File: src/rtl/fb_pkg.sv
// fb_pkg: shared defaults and types for the pixel packer.
//   DEF_PIX_W / DEF_LANES / DEF_ADDR_W : default geometry of the packer.
//   chunk_t : one output chunk at the default geometry
//             (chunk address, lane-ordered data, lane-aligned byte strobes).
package fb_pkg;

    localparam int DEF_PIX_W   = 16;
    localparam int DEF_LANES   = 8;
    localparam int DEF_ADDR_W  = 20;
    localparam int DEF_BYTES   = DEF_PIX_W / 8;
    localparam int DEF_CHUNK_W = DEF_ADDR_W - $clog2(DEF_LANES);

    typedef struct packed {
        logic [DEF_CHUNK_W-1:0]           addr;
        logic [DEF_LANES*DEF_PIX_W-1:0]   data;
        logic [DEF_LANES*DEF_BYTES-1:0]   strobe;
    } chunk_t;

endpackage

File: src/rtl/fb_out_reg.sv
// fb_out_reg: single-entry valid/ready output register.
//   clk, rst_n  : clock and asynchronous active-low reset
//   load        : capture load_data; caller only asserts it when the slot is free
//   load_data   : chunk to present downstream
//   ready       : downstream accept
//   valid, data : registered output handshake and payload
// The payload only changes on load, so it is stable while valid && !ready.
module fb_out_reg
    import fb_pkg::*;
#(
    parameter type T = chunk_t
) (
    input  logic clk,
    input  logic rst_n,
    input  logic load,
    input  T     load_data,
    input  logic ready,
    output logic valid,
    output T     data
);

    always_ff @(posedge clk or negedge rst_n) begin
        if (!rst_n) begin
            valid <= 1'b0;
            data  <= '0;
        end else if (load) begin
            valid <= 1'b1;
            data  <= load_data;
        end else if (ready) begin
            valid <= 1'b0;
        end
    end

endmodule

File: src/rtl/pixel_packer.sv
// pixel_packer: gathers per-pixel writes into LANES-wide chunks.
//   clk_in, rst_n_in        : clock, asynchronous active-low reset
//   valid_in / ready_out    : pixel input handshake
//   addr_in, data_in,
//   strobe_in               : pixel address (low bits = lane), data, byte enables
//   flush_in                : one-cycle request to emit a partial chunk
//   valid_out / ready_in    : chunk output handshake
//   addr_out, data_out,
//   strobe_out              : chunk address, lane data, lane-aligned byte enables
//   idle_out                : nothing buffered, nothing pending, no output held
//   chunks_out, partials_out: wrapping counts of emitted / partially-filled chunks
module pixel_packer
    import fb_pkg::*;
#(
    parameter  int PIX_W   = DEF_PIX_W,
    parameter  int LANES   = DEF_LANES,
    parameter  int ADDR_W  = DEF_ADDR_W,
    localparam int BYTES   = PIX_W / 8,
    localparam int LANE_W  = $clog2(LANES),
    localparam int CHUNK_W = ADDR_W - LANE_W
) (
    input  logic                     clk_in,
    input  logic                     rst_n_in,
    input  logic                     valid_in,
    input  logic [ADDR_W-1:0]        addr_in,
    input  logic [PIX_W-1:0]         data_in,
    input  logic [BYTES-1:0]         strobe_in,
    input  logic                     flush_in,
    output logic                     ready_out,
    output logic                     valid_out,
    input  logic                     ready_in,
    output logic [CHUNK_W-1:0]       addr_out,
    output logic [LANES*PIX_W-1:0]   data_out,
    output logic [LANES*BYTES-1:0]   strobe_out,
    output logic                     idle_out,
    output logic [15:0]              chunks_out,
    output logic [15:0]              partials_out
);

    localparam int LIDX_W = (LANE_W > 0) ? LANE_W : 1;

    typedef struct packed {
        logic [CHUNK_W-1:0]     addr;
        logic [LANES*PIX_W-1:0] data;
        logic [LANES*BYTES-1:0] strobe;
    } out_t;

    // Accumulator state
    logic [CHUNK_W-1:0] cur_chunk_reg;
    logic [LANES-1:0]   mask_reg;
    logic               acc_occ_reg;
    logic               flush_pending_reg;
    logic               flush_pending_next;
    logic [15:0]        chunks_reg;
    logic [15:0]        partials_reg;

    logic [LIDX_W-1:0]  lane;
    logic [CHUNK_W-1:0] chunk_in;
    logic [LANES-1:0]   lane_hit;
    logic               out_free;
    logic               accept;
    logic               mask_full;
    logic               flush_req;
    logic               emit;
    logic               start_new;

    logic [LANES*PIX_W-1:0] emit_data;
    logic [LANES*BYTES-1:0] emit_strobe;
    out_t                   emit_word;
    out_t                   out_word;

    generate
        if (LANE_W > 0) begin : g_lane
            assign lane = addr_in[LANE_W-1:0];
        end else begin : g_no_lane
            assign lane = '0;
        end
    endgenerate

    assign chunk_in  = addr_in[ADDR_W-1:LANE_W];
    assign out_free  = !valid_out || ready_in;
    // Gated by reset so nothing is taken while the design is held in reset.
    assign ready_out = rst_n_in && (!acc_occ_reg || out_free);
    assign accept    = valid_in && ready_out;
    assign lane_hit  = accept ? (LANES'(1) << lane) : '0;
    assign mask_full = &mask_reg;
    // A flush arriving this cycle acts immediately, not one cycle late.
    assign flush_req = flush_pending_reg || flush_in;
    assign emit      = acc_occ_reg && out_free &&
                       (mask_full || flush_req || (accept && (chunk_in != cur_chunk_reg)));
    // A pixel never merges into a chunk that is leaving this cycle.
    assign start_new = accept && (!acc_occ_reg || emit);

    // A flush that arrives with a pixel empties the old chunk now and stays
    // pending so the new pixel goes out as soon as the output slot frees up.
    always_comb begin
        flush_pending_next = flush_req && acc_occ_reg && !emit;
        if (accept && flush_in) begin
            flush_pending_next = 1'b1;
        end
    end

    generate
        for (genvar gi = 0; gi < LANES; gi++) begin : g_lanes
            logic [PIX_W-1:0] data_reg;
            logic [BYTES-1:0] strb_reg;
            logic [PIX_W-1:0] merged_data;
            logic [BYTES-1:0] merged_strb;
            logic             keep;

            // Prior bytes survive only within a live lane of the same chunk;
            // a freshly opened lane starts from zero.
            assign keep = !start_new && mask_reg[gi];

            always_comb begin
                merged_data = keep ? data_reg : '0;
                merged_strb = keep ? strb_reg : '0;
                for (int b = 0; b < BYTES; b++) begin
                    if (strobe_in[b]) begin
                        merged_data[b*8 +: 8] = data_in[b*8 +: 8];
                        merged_strb[b]        = 1'b1;
                    end
                end
            end

            // Lane payload needs no reset: the mask qualifies every use of it.
            always_ff @(posedge clk_in) begin
                if (lane_hit[gi]) begin
                    data_reg <= merged_data;
                    strb_reg <= merged_strb;
                end
            end

            assign emit_data[gi*PIX_W +: PIX_W]   = mask_reg[gi] ? data_reg : '0;
            assign emit_strobe[gi*BYTES +: BYTES] = mask_reg[gi] ? strb_reg : '0;
        end
    endgenerate

    always_ff @(posedge clk_in or negedge rst_n_in) begin
        if (!rst_n_in) begin
            cur_chunk_reg     <= '0;
            mask_reg          <= '0;
            acc_occ_reg       <= 1'b0;
            flush_pending_reg <= 1'b0;
            chunks_reg        <= '0;
            partials_reg      <= '0;
        end else begin
            if (start_new) begin
                cur_chunk_reg <= chunk_in;
                mask_reg      <= lane_hit;
                acc_occ_reg   <= 1'b1;
            end else if (accept) begin
                mask_reg      <= mask_reg | lane_hit;
            end else if (emit) begin
                mask_reg      <= '0;
                acc_occ_reg   <= 1'b0;
            end
            flush_pending_reg <= flush_pending_next;
            if (emit) begin
                chunks_reg <= chunks_reg + 16'd1;
                if (!mask_full) begin
                    partials_reg <= partials_reg + 16'd1;
                end
            end
        end
    end

    assign emit_word.addr   = cur_chunk_reg;
    assign emit_word.data   = emit_data;
    assign emit_word.strobe = emit_strobe;

    fb_out_reg #(
        .T (out_t)
    ) u_out_reg (
        .clk       (clk_in),
        .rst_n     (rst_n_in),
        .load      (emit),
        .load_data (emit_word),
        .ready     (ready_in),
        .valid     (valid_out),
        .data      (out_word)
    );

    assign addr_out     = out_word.addr;
    assign data_out     = out_word.data;
    assign strobe_out   = out_word.strobe;
    assign idle_out     = !acc_occ_reg && !flush_pending_reg && !valid_out;
    assign chunks_out   = chunks_reg;
    assign partials_out = partials_reg;

endmodule

File: config.mk
export PLATFORM = sky130hd
export DESIGN_NAME = pixel_packer
export DESIGN_NICKNAME = d
export VERILOG_FILES = /design/src/rtl/fb_pkg.sv /design/src/rtl/fb_out_reg.sv /design/src/rtl/pixel_packer.sv
export SDC_FILE = /design/constraint.sdc
export NUM_CORES = 1
export LEC_CHECK = 0
export CAP_MARGIN = 20
export CORE_UTILIZATION = 52
export DETAILED_ROUTE_END_ITERATION = 16
export DONT_BUFFER_PORTS = 1
export PLACE_DENSITY_LB_ADDON = 0.25
export SYNTH_ARGS = -nofsm -noshare
export SYNTH_HDL_FRONTEND = slang
export SYNTH_HIERARCHICAL = 1
export SYNTH_SLANG_ARGS = --single-unit
File: constraint.sdc
create_clock -name clk_in -period 2.5 [get_ports clk_in]
set_input_delay 0.375 -clock clk_in [delete_from_list [all_inputs] [get_ports clk_in]]
set_output_delay 0.375 -clock clk_in [all_outputs]
set_load 0.03 [all_outputs]
# After elaboration in Yosys (flattened, before gate mapping)
# Index checks and enable logic that the tools add are counted.
# word_totals
elab_cells	175
reg_bits	365
inputBits	43
# classes
n_reduce_logical	52
eq_ne	18
add_sub_neg	2
n_shift	1
bitwise_logic	2
mux	58
# ops
cell	n
two-way mux 16 bit	16
two-way mux 8 bit	20
AND reduction 2 bit	18
adder 16 x 1 -> 16 bit, second input constant	2
two-way mux 2 bit	16
inequality test 2 bit, second input constant	16
logical AND 1 bit	19
inequality test 17 bit	1
bitwise OR 8 bit	1
AND reduction 8 bit	1
left shift 1 x 3 -> 8 bit, first input constant	1
logical OR 1 bit	6
two-way mux 1 bit	6
zero test 1 bit	5
nonzero test 2 bit	2
nonzero test 3 bit	1
inequality test 2 x 1 -> 1 bit, second input constant	1
inverter 1 bit	1

# Longest topological paths before layout
# depth
word_depth	14
depth_mapped	10
ltp_nobuf	7

# Cells and area by module
# Netlist, hierarchy kept.
# modules_own_cells
mod	instances	seq_area_each_um2	area_each_um2	cells_each
pixel_packer	1	5800.6	8338.0	583
fb_out_reg	1	4053.9	6327.3	343

# Worst setup path after synthesis
# Ideal clock, no wire load.
# synth_timing
path_type	flip-flop to flip-flop
startpoint	register cur_chunk_reg[14]
endpoint	register u_out_reg/data[100] in the netlist's numbering
path_buffers	4
arrival_ps	2149
required_time_ps	2375
path_slack_ps	226
stages_incl_launch_ff	11
path_cell_list	dfrtp_1 > xor2_1 > nor4_2 > nand4_1 > o21ai_2 > inv_2 > buf_2 > buf_6 > buf_6 > buf_6 > mux2_4
# synth_between
elab_chain_cells	4
# synth_lines
item	line	source
start, declared	pixel_packer.sv:49	logic [CHUNK_W-1:0] cur_chunk_reg;
start signal, assigned	pixel_packer.sv:149	cur_chunk_reg <= chunk_in;
inequality test 17 bit	pixel_packer.sv:90	(mask_full || flush_req || (accept && (chunk_in != cur_chunk_reg)));
logical AND 1 bit	pixel_packer.sv:90	
logical OR 1 bit	pixel_packer.sv:90	
logical AND 1 bit	pixel_packer.sv:89	assign emit = acc_occ_reg && out_free &&
named net emit	pixel_packer.sv:64	logic emit;
end signal, assigned	fb_out_reg.sv:28	data <= load_data;
end, declared	fb_out_reg.sv:19	output T data
# The timed path passes the listed nets, and every way through them passes these cells.
# A chain may end at the register's enable or synchronous reset.

# Worst setup path in the final report
# layout_timing
startpoint	register cur_chunk_reg[12]
endpoint	register g_lanes[7].strb_reg[1] (enable)
# layout_between
elab_chain_cells	10
# layout_lines
item	line	source
inequality test 17 bit	pixel_packer.sv:90	
logical AND 1 bit	pixel_packer.sv:90	
logical OR 1 bit	pixel_packer.sv:90	
logical AND 1 bit	pixel_packer.sv:89	
logical OR 1 bit	pixel_packer.sv:92	assign start_new = accept && (!acc_occ_reg || emit);
logical AND 1 bit	pixel_packer.sv:92	
zero test 1 bit	pixel_packer.sv:113	assign keep = !start_new && mask_reg[gi];
logical AND 1 bit	pixel_packer.sv:113	
inequality test 2 bit (no source line)	--	
AND reduction 2 bit (no source line)	--	
end signal, assigned	pixel_packer.sv:130	strb_reg <= merged_strb;
end, declared	pixel_packer.sv:106	logic [BYTES-1:0] strb_reg;
# No other way between the ends.

==> results.yml <==
sta:
  drv_slew: 0
  skew_ns: 0.0159
  hold_viol: 221
  setup_tns_ns: 0
  rsz0062_at_grt: "false"
  maxSlewHeadroom: 0.574
  max_freq_mhz: 427
  setup_violations: 0
  worst_pin_slew_ns: 0.640
  fin_ws_ns: 0.160
  timing.final.crit_period_ns: 2.34
  fin_crit_sh: 0.936
  whs_ns: -0.456
synth:
  seq_area_frac_synth: 0.672
  synth_compound_area_frac: 0.0139
  synth.largest_area_cell: "dfrtp_1"
  synth_warnings: 6
  synth_top_family_by_area: "multiplexers"
  synth_area_leaders: "dfrtp_1, edfxtp_1, mux2_4"
  synth_cell_type_count: 39
  synthMuxAreaShare: 0.160
  synth_fp_nets: 971
  avgSynthCellArea_sq_um: 15.8
  synth_cells: 926
  synthAdderAreaFrac: 0.00171
  yosys.area_share.simple: 0.106
  syn_area_sq_mm: 0.0147
  yosys.area_share.xor_xnor: 0.0286
  netlist.area_leader.share: 0.377
  ys_seq_elements: 365
cts:
  clk_pin_slew_worst_paths_ns: 0.06
  cts_tree: "yes"
  cts_htree_levels: 2
  clock_path_buffers: 3
  cts_buffers: 39
  cts-resized-gates: 0
  holdBufCountCts: 21
  clock_latency_ns: 0.53
  cts-root-buf: "clkbuf_16"
  post_cts_buffers: 0
  cts.sinks: 365
pwr:
  ir_drop_mv: 0.628
  powerDensity_mw_per_mm2: 1040
  leakagePower_nw: 7.31
cells_and_area:
  largest_register_ffs: 161
  postLayoutCellArea_sq_mm: 0.0167
  drive_gt1_frac: 0.281
  seqCellArea_sq_mm: 0.00985
  area_growth_syn_to_layout_pct: 14.2
  fillers: 2113
  multi_input_area_sq_mm: 0.00455
  layout_commonest_cell: "dfrtp_1"
  final_util: 0.603
  final_cell_mix: "dfrtp_1, and2_1, edfxtp_1"
  nNetsFinal: 1034
route:
  ant_nets: 0
  wl_per_cell_microns: 22.1
  viasPerCell: 5.29
  drt_iter0_drc: 330
  vias: 7400
  drt-pass1-iter-count: 6
  totalWireLength_microns: 31000
  drc: 0
global_routing:
  grt_pass1_wl_microns: 47600
  grt_max_degree: 226
  grt_use_met2: 0.347
  overflow: 0
  grt_usage: 0.221
  use_met1: 0.285
  grt_use_met3: 0.0833
  antenna_found_initial: 1
  grt_pass1_vias: 7865
  busiest_layer: "met2"
worst_setup_path:
  critPathKind: "reg2reg"
  start_kind: "register"
  crit_required_ns: 2.78
  end_kind: "register"
  cp_max_fo: 9
  crit_path_max_incr_delay_ns: 0.41
  crit_chain: "xor2_1, nor4_2, and4_1, a21oi_4, nor2_2, a21oi_1, buf_4"
  cp.arrival_ns: 2.62
  slowest_stage: "nor4_2"
die:
  core_area_sq_mm: 0.0278
  start_util: 0.528
  dieArea_sq_mm: 0.0289
  rows: 61
  die_y_microns: 170
  io-pin-count: 239
  die_x_microns: 170
placed_design:
  place_ws_ns: 0.156
  placed_area_sq_mm: 0.0153
  gpl.final_weighted_congestion: 0.782
  hpwl_microns: 19700
  portBuffers: 0
hold_path:
  hold_class: "in2async"
status:
  outcome: "finished with violations"
  violations: "hold timing"
flow_run:
  maxCapViolCount: 0
-- stage by stage --
step / hold WS, ns / cells / power (mW)
after floorplan: 0.0794 / 926 / 11.1
after global placement: 0.0886 / 1305 / 11.8
after detailed placement: 0.0854 / 1305 / 11.9
after CTS: -0.476 / 1398 / 17.6
after global routing: -0.486 / 1398 / 18.1
final: -0.456 / 1399 / 17.4
-- final timing paths --
kind | from | endpoint | slack [ns] | cells after the start
max reg2reg | cur_chunk_reg[12] | g_lanes[7].strb_reg[1] | 0.16 | 7
min | rst_n_in | u_out_reg/data[116] | -0.46 | 0
max in group asynchronous | rst_n_in | u_out_reg/data[3] | 2.56 | 0
max | cur_chunk_reg[12] | g_lanes[7].strb_reg[1] | 0.16 | 7
min reg2reg | cur_chunk_reg[16] | cur_chunk_reg[16] | 0.55 | 1
min in group clk_in | addr_in[0] | mask_reg[1] | 0.04 | 2
-- per-layer routing --
metal,share of wire,wire [microns]
met3,0.092,2850
met2,0.46,14400
met4,0.020,618
met1,0.42,13100
met5,0,0
-- area by class of cell --
class                   instances  share of cell area
well taps                     378              0.0283
diodes                          1            0.000149
multi-input cells             518               0.272
clock buffers                  59              0.0682
flip-flops and latches        365               0.589
inverters                       6             0.00179
repair buffers                 59              0.0333
clock inverters                13             0.00770
-- Yosys cell counts --
| master | n |
|---|---|
| nor2_2 | 2 |
| and4_1 | 4 |
| nor4_1 | 2 |
| a211o_1 | 1 |
| o21ai_2 | 1 |
| and3_1 | 8 |
| o21ai_0 | 3 |
| nand4b_1 | 1 |
| and4_4 | 1 |
| nor3_1 | 3 |
| nand4_1 | 14 |
| mux2_2 | 90 |
| a21oi_1 | 18 |
| nand3_1 | 16 |
| nor4_2 | 3 |
| nor2_1 | 9 |
| mux2_4 | 89 |
| nand3_4 | 1 |
| buf_4 | 1 |
| inv_1 | 5 |
| ha_1 | 2 |
| nand2_1 | 30 |
| xor2_1 | 21 |
| buf_6 | 11 |
| edfxtp_1 | 144 |
| buf_2 | 9 |
| a211oi_4 | 1 |
| a21oi_4 | 1 |
| dfrtp_1 | 221 |
| o211ai_1 | 1 |
| xnor2_1 | 25 |
| nand3b_1 | 2 |
| inv_2 | 1 |
| nand3b_2 | 1 |
| xor2_2 | 1 |
| a21o_1 | 4 |
| o21a_1 | 1 |
| and2_1 | 162 |
| clkbuf_1 | 16 |
-- cells by family (layout without fill, tap and decap cells) --
kind of cell | Yosys count | after routing
DFF | 365 | 365
and+or+nand+nor | 259 | 259
muxes | 179 | 179
xor gates and xnor gates | 47 | 47
buffers and inverters | 43 | 137
AOI/OAI and AO/OA | 31 | 31
adders and majority gates | 2 | 2
other | 0 | 1
-- critical path: cells and delay by family (launching register included) --
kind | cells | cell delay, ns
DFF | 1 | 0.40
AOI/OAI and AO/OA | 2 | 0.23
and+or+nand+nor | 3 | 1.08
buffers and inverters | 1 | 0.20
xor gates and xnor gates | 1 | 0.18
-- where the power goes --
part,switching [mW],internal (mW)
clock,2.29,3.37
sequential,1.93,6.98
combinational,1.33,1.54
total,5.54,11.9
Power figures use the tool's default switching activity.
